--- src/rtl/booth_seq_arbiter.sv ---
// Radix-2 Booth sequential signed multiplier shared by two round-robin requesters.
// Optional BOOTH_ZERO_SKIP_EN: zero operands finish in one cycle with a zero product.
module booth_seq_arbiter #(
    parameter int WIDTH = 6
) (
    input  logic                 clk,
    input  logic                 rst_n,
    input  logic                 a_req,
    input  logic [WIDTH-1:0]     a_in1,
    input  logic [WIDTH-1:0]     a_in2,
    output logic                 a_ack,
    input  logic                 b_req,
    input  logic [WIDTH-1:0]     b_in1,
    input  logic [WIDTH-1:0]     b_in2,
    output logic                 b_ack,
    output logic [2*WIDTH-1:0]   out,
    output logic                 out_valid,
    output logic                 out_id,
    output logic                 busy
);

    localparam int PW = 2*WIDTH + 1;
    localparam int CW = $clog2(WIDTH + 1);
    localparam logic [CW-1:0] CNT_INIT = CW'(WIDTH);
    localparam logic [CW-1:0] CNT_ONE  = CW'(1);

    typedef enum logic [1:0] {
        IDLE = 2'd0,
        RUN  = 2'd1,
        DONE = 2'd2
    } state_t;

    state_t             state;
    logic [PW-1:0]      p;
    logic [WIDTH-1:0]   mcand;
    logic [CW-1:0]      cnt;
    logic               owner;
    logic               rr_last;

    logic               grant_any;
    logic               grant_b;
    logic [WIDTH-1:0]   sel_in1;
    logic [WIDTH-1:0]   sel_in2;
    logic [WIDTH:0]     upper_ext;
    logic [WIDTH:0]     mcand_ext;
    logic [WIDTH:0]     sum;
    logic [PW-1:0]      p_next;

    always_comb begin
        grant_any = a_req | b_req;
        if (a_req && b_req)
            grant_b = ~rr_last;
        else
            grant_b = b_req;
        sel_in1 = grant_b ? b_in1 : a_in1;
        sel_in2 = grant_b ? b_in2 : a_in2;
    end

    // Acks are held off while reset is asserted so no grant is ever advertised then.
    assign a_ack = rst_n && (state == IDLE) && grant_any && !grant_b;
    assign b_ack = rst_n && (state == IDLE) && grant_any &&  grant_b;
    assign busy  = (state != IDLE);

    // The sum is kept one bit wider and its true sign is shifted in, so the single
    // overflowing case (mcand = min) still yields an exact product.
    always_comb begin
        upper_ext = {p[PW-1], p[PW-1 -: WIDTH]};
        mcand_ext = {mcand[WIDTH-1], mcand};
        case (p[1:0])
            2'b01:   sum = upper_ext + mcand_ext;
            2'b10:   sum = upper_ext - mcand_ext;
            default: sum = upper_ext;
        endcase
        p_next = {sum, p[WIDTH:1]};
    end

    always_ff @(posedge clk or negedge rst_n) begin
        if (!rst_n) begin
            state     <= IDLE;
            p         <= '0;
            mcand     <= '0;
            cnt       <= '0;
            owner     <= 1'b0;
            rr_last   <= 1'b1;
            out       <= '0;
            out_valid <= 1'b0;
            out_id    <= 1'b0;
        end else begin
            case (state)
                IDLE: begin
                    out_valid <= 1'b0;
                    if (grant_any) begin
                        owner   <= grant_b;
                        rr_last <= grant_b;
                        mcand   <= sel_in1;
                        cnt     <= CNT_INIT;
`ifdef BOOTH_ZERO_SKIP_EN
                        if (sel_in1 == '0 || sel_in2 == '0) begin
                            p         <= '0;
                            out       <= '0;
                            out_id    <= grant_b;
                            out_valid <= 1'b1;
                            state     <= DONE;
                        end else begin
                            p     <= {{WIDTH{1'b0}}, sel_in2, 1'b0};
                            state <= RUN;
                        end
`else
                        p     <= {{WIDTH{1'b0}}, sel_in2, 1'b0};
                        state <= RUN;
`endif
                    end
                end
                RUN: begin
                    p   <= p_next;
                    cnt <= cnt - CNT_ONE;
                    if (cnt == CNT_ONE) begin
                        out       <= p_next[PW-1:1];
                        out_id    <= owner;
                        out_valid <= 1'b1;
                        state     <= DONE;
                    end
                end
                DONE: begin
                    out_valid <= 1'b0;
                    state     <= IDLE;
                end
                default: begin
                    out_valid <= 1'b0;
                    state     <= IDLE;
                end
            endcase
        end
    end

endmodule

--- config.mk ---
export PLATFORM = sky130hd
export DESIGN_NAME = booth_seq_arbiter
export DESIGN_NICKNAME = d
export VERILOG_FILES = /design/src/rtl/booth_seq_arbiter.sv
export SDC_FILE = /design/constraint.sdc
export NUM_CORES = 1
export LEC_CHECK = 0
export CAP_MARGIN = 10
export CORE_ASPECT_RATIO = 0.9
export CORE_MARGIN = 2
export CORE_UTILIZATION = 45
export DETAILED_ROUTE_END_ITERATION = 16
export GPL_ROUTABILITY_DRIVEN = 0
export PLACE_DENSITY = 0.72
export SLEW_MARGIN = 25
export SYNTH_ARGS = -nofsm -noshare
export SYNTH_HDL_FRONTEND = slang
export SYNTH_SLANG_ARGS = --single-unit
--- constraint.sdc ---
create_clock -name clk -period 5.1 [get_ports clk]
set_input_delay 1.02 -clock clk [delete_from_list [all_inputs] [get_ports clk]]
set_output_delay 1.02 -clock clk [all_outputs]
set_load 0.02 [all_outputs]
==> key figures <==
Synthesis
  – Synth warn: 0
  – Post-synth top area share: between 40% and 50%
  – Post-synthesis sequential area ratio: 44.9%
  – Library cells used by synthesis: 40
  – Leading area contributor after synthesis: dfrtp_1
  – #FFs+latches synth: 40
  – Syn_area_per_cell: 9.41 um^2
  – Post-synth net total: about 280
  – Synthesized instance count: roughly 240
  – Largest cells by area after synthesis: dfrtp_1 44%, mux2i_1 7.2%, nand2_1 6.1%
  – Mapped Area: 2230 um^2

Critical path
  – Worst setup path category: in -> out
  – R2R setup slack: roughly 2.4 ns
  – Reg2reg end: p[11]$_DFFE_PN0P_
  – Critical path arrival: 2.61 ns
  – Crit path launch type: input port
  – Worst setup EP type: output pin
  – Worst r2r src: p[0]$_DFFE_PN0P_
  – R2R depth: 9
  – CP max FO: 14
  – CP Data Required Time: slightly above 4 ns

STA
  – Final period util: around 71%
  – F_max: about 280 MHz
  – Clock skew: 0.00985 ns
  – Fin crit period: between 3 and 4 ns
  – Least-Margin Pin Slew: approximately 0.86 ns
  – Slew Limit Headroom: between 40 and 50%
  – RSZ-0062 raised after global routing: no
  – Setup slack after layout: 1.47 ns
  – Final hold slack: about 0.48 ns
  – Final Hold Fails: 0
  – Slew Viols, Final: 0
  – Setup Viol. Count Final: 0
  – Setup_tns: 0 ns

Place
  – Dpl hpwl: around 3500 um
  – IO buf count: 44
  – Dpl ws: between 1 and 1.5 ns

Pwr
  – Pwr dens: about 760 nW/um^2
  – Max VDD drop: between 0.3 and 0.4 mV
  – Leakage: 1.24 nW

CTS
  – Postcts setup bufs: 0
  – Sink Count: 40
  – Depth of the CTS H-tree: 2
  – Post-CTS resize count: 0
  – Hold-fix buffers at CTS: 0
  – Root buffer cell: clkbuf_8
  – CTS Buf Count: 5
  – Clk_lat worst skew: ~0.3 ns
  – Clk buf depth: 2
  – Clk pin slew, worst setup/hold paths: around 0.07 ns
  – CTS tree: built

Final layout
  – Net count, final: 319
  – # diodes: 0
  – Synth-to-Final Area Change: 26.1%
  – Layout cells sized above 1: under 10%
  – Fillers: 436

Die
  – Die Span Y: just over 70 um
  – Die Span X: 78.2 um
  – Core area: a little under 5000 um^2
  – Die Area: approximately 5500 um^2
  – Ports: 45
  – Rows: 24
  – Initial Util: 46.4%

Hold path
  – Worst Hold Class: reg -> reg
  – Min-Delay Endpoint: out[2]$_DFFE_PN0P_
  – Hold path depth: 2
  – Hold Crit Start: out[2]$_DFFE_PN0P_

Global route
  – GRT Util Overall: 19.1%
  – Vias in the first global route: between 1,500 and 2,000
  – Total grt overflow: 0
  – First-pass GRT wire length: 8210 um
  – Initial antenna violation count: 0
  – Largest net degree at the start of global routing: 43

Routing
  – DRC viols: 0
  – Via-to-Cell Ratio: between 5 and 6
  – Average wire per standard cell: between 10 and 15 um
  – DRT antenna net count: 0
  – DR iter-0 viols: 94
  – Vias: ~1,800
  – DR pass1 iterations: 5
  – Post-Route WL: about 4700 um

Run
  – Max-Cap Viols: 0

Outcome
  – Outcome: completed
-- registers in the layout (all words and copies together) (netlist names) --
| register | flops |
|---|---|
| state | 2 |
| out | 12 |
| owner | 1 |
| p | 13 |
| out_valid | 1 |
| out_id | 1 |
| cnt | 3 |
| rr_last | 1 |
| mcand | 6 |
-- cell families after synthesis --
logic type | after synthesis | share of synthesized area, %
AND/OR/NAND/NOR | 80 | 17.3
AO/OA/AOI/OAI | 65 | 18.4
flip-flops | 40 | 44.9
buffers and inverters | 20 | 3.76
multiplexers | 16 | 7.18
adder cells (fa/ha/maj) | 11 | 6.51
XOR/XNOR | 5 | 1.96
-- power by group --
part / total (mW) / switching (mW) / internal, mW
clock network: 0.217 / 0.109 / 0.108
registers: 0.611 / 0.134 / 0.477
logic: 1.31 / 0.732 / 0.576
total: 2.14 / 0.975 / 1.16
-- final cells by class --
class                      instances  area, um^2  area share [%]
clock buffer                       6        82.6            2.94
clock inverter                     2        10.0           0.356
inverter                           9        33.8            1.20
multi-input combinational        177        1140            40.7
sequential                        40        1000            35.6
tap                               65        81.3            2.89
timing repair buffer              47         458            16.3
-- metal layers --
layer | routed length, um | global-route usage, % | up-vias
met5 | 0 | 0 | -
met4 | 94 | 8.19 | 0
met3 | 219 | 3.83 | 8
met2 | 2160 | 30.0 | 42
met1 | 2240 | 26.0 | 831
li1 | - | - | 921
-- worst max path at each step --
stage	start	end	slack (ns)	cells after the start
final	b_req	a_ack	1.47	5
after global routing	b_req	a_ack	1.37	5
after CTS	b_req	a_ack	1.47	5
after detailed placement	b_req	a_ack	1.48	5
after global placement	b_req	a_ack	1.50	5
after floorplan	b_req	b_ack	2.16	3
-- synth_stat cells --
cell	count
o21a_1	5
or2_0	1
a21oi_1	9
clkbuf_1	8
fa_1	1
nand2b_1	3
buf_1	1
o21ai_0	5
o21ai_1	24
dfstp_2	1
a211oi_1	4
a2111oi_1	2
dfrtp_1	39
o221ai_1	1
o31ai_1	1
mux2i_1	16
ha_1	10
nor2b_1	3
nand3_1	5
nor2_1	18
a22oi_1	5
and3_1	2
nor3_1	5
a31oi_1	3
buf_6	1
o31a_1	1
and3_4	1
o2111a_1	2
or4b_1	1
nor4_1	2
a21o_1	1
buf_2	1
nand2_1	36
a22o_1	1
xnor2_1	5
nand2_4	1
inv_1	9
nor4b_4	1
a21boi_2	1
nor3b_1	1
-- worst max-delay path: stages --
cell	delay (ns)
clkdlybuf4s50_1	0.52
a21boi_2	0.19
buf_4	0.26
nor2_1	0.07
clkdlybuf4s50_1	0.54
-- placed cells by master (no fill, tap or decap), types with 2 or more instances in the layout --
cell and instances:
nand2b_1 3, a211oi_1 4, a2111oi_1 2, a31oi_1 3, inv_1 9, clkinv_2 2
nor3_1 5, clkbuf_8 6, a21oi_1 9, clkdlybuf4s50_1 43, dfrtp_1 39, ha_1 10
a22oi_1 5, mux2i_1 16, buf_4 3, o21ai_1 24, nor2b_1 3, o21a_1 5
nand2_1 36, nand3_1 5, o21ai_0 5, nor4_1 2, xnor2_1 5, and3_1 2
o2111a_1 2, nor2_1 18
-- per-stage QoR --
stage / util (%) / instances / power, mW / cell area, um^2
2_1_floorplan: - / 237 / 1.57 / 2230
3_3_place_gp: 56.6 / 338 / 1.87 / 2720
3_5_place_dp: 56.6 / 338 / 1.93 / 2720
4_1_cts: 58.5 / 346 / 2.15 / 2810
5_1_grt: 58.5 / 346 / 2.36 / 2810
6_report: 58.5 / 346 / 2.14 / 2810
Note: power is estimated with default switching activity, not from simulation.
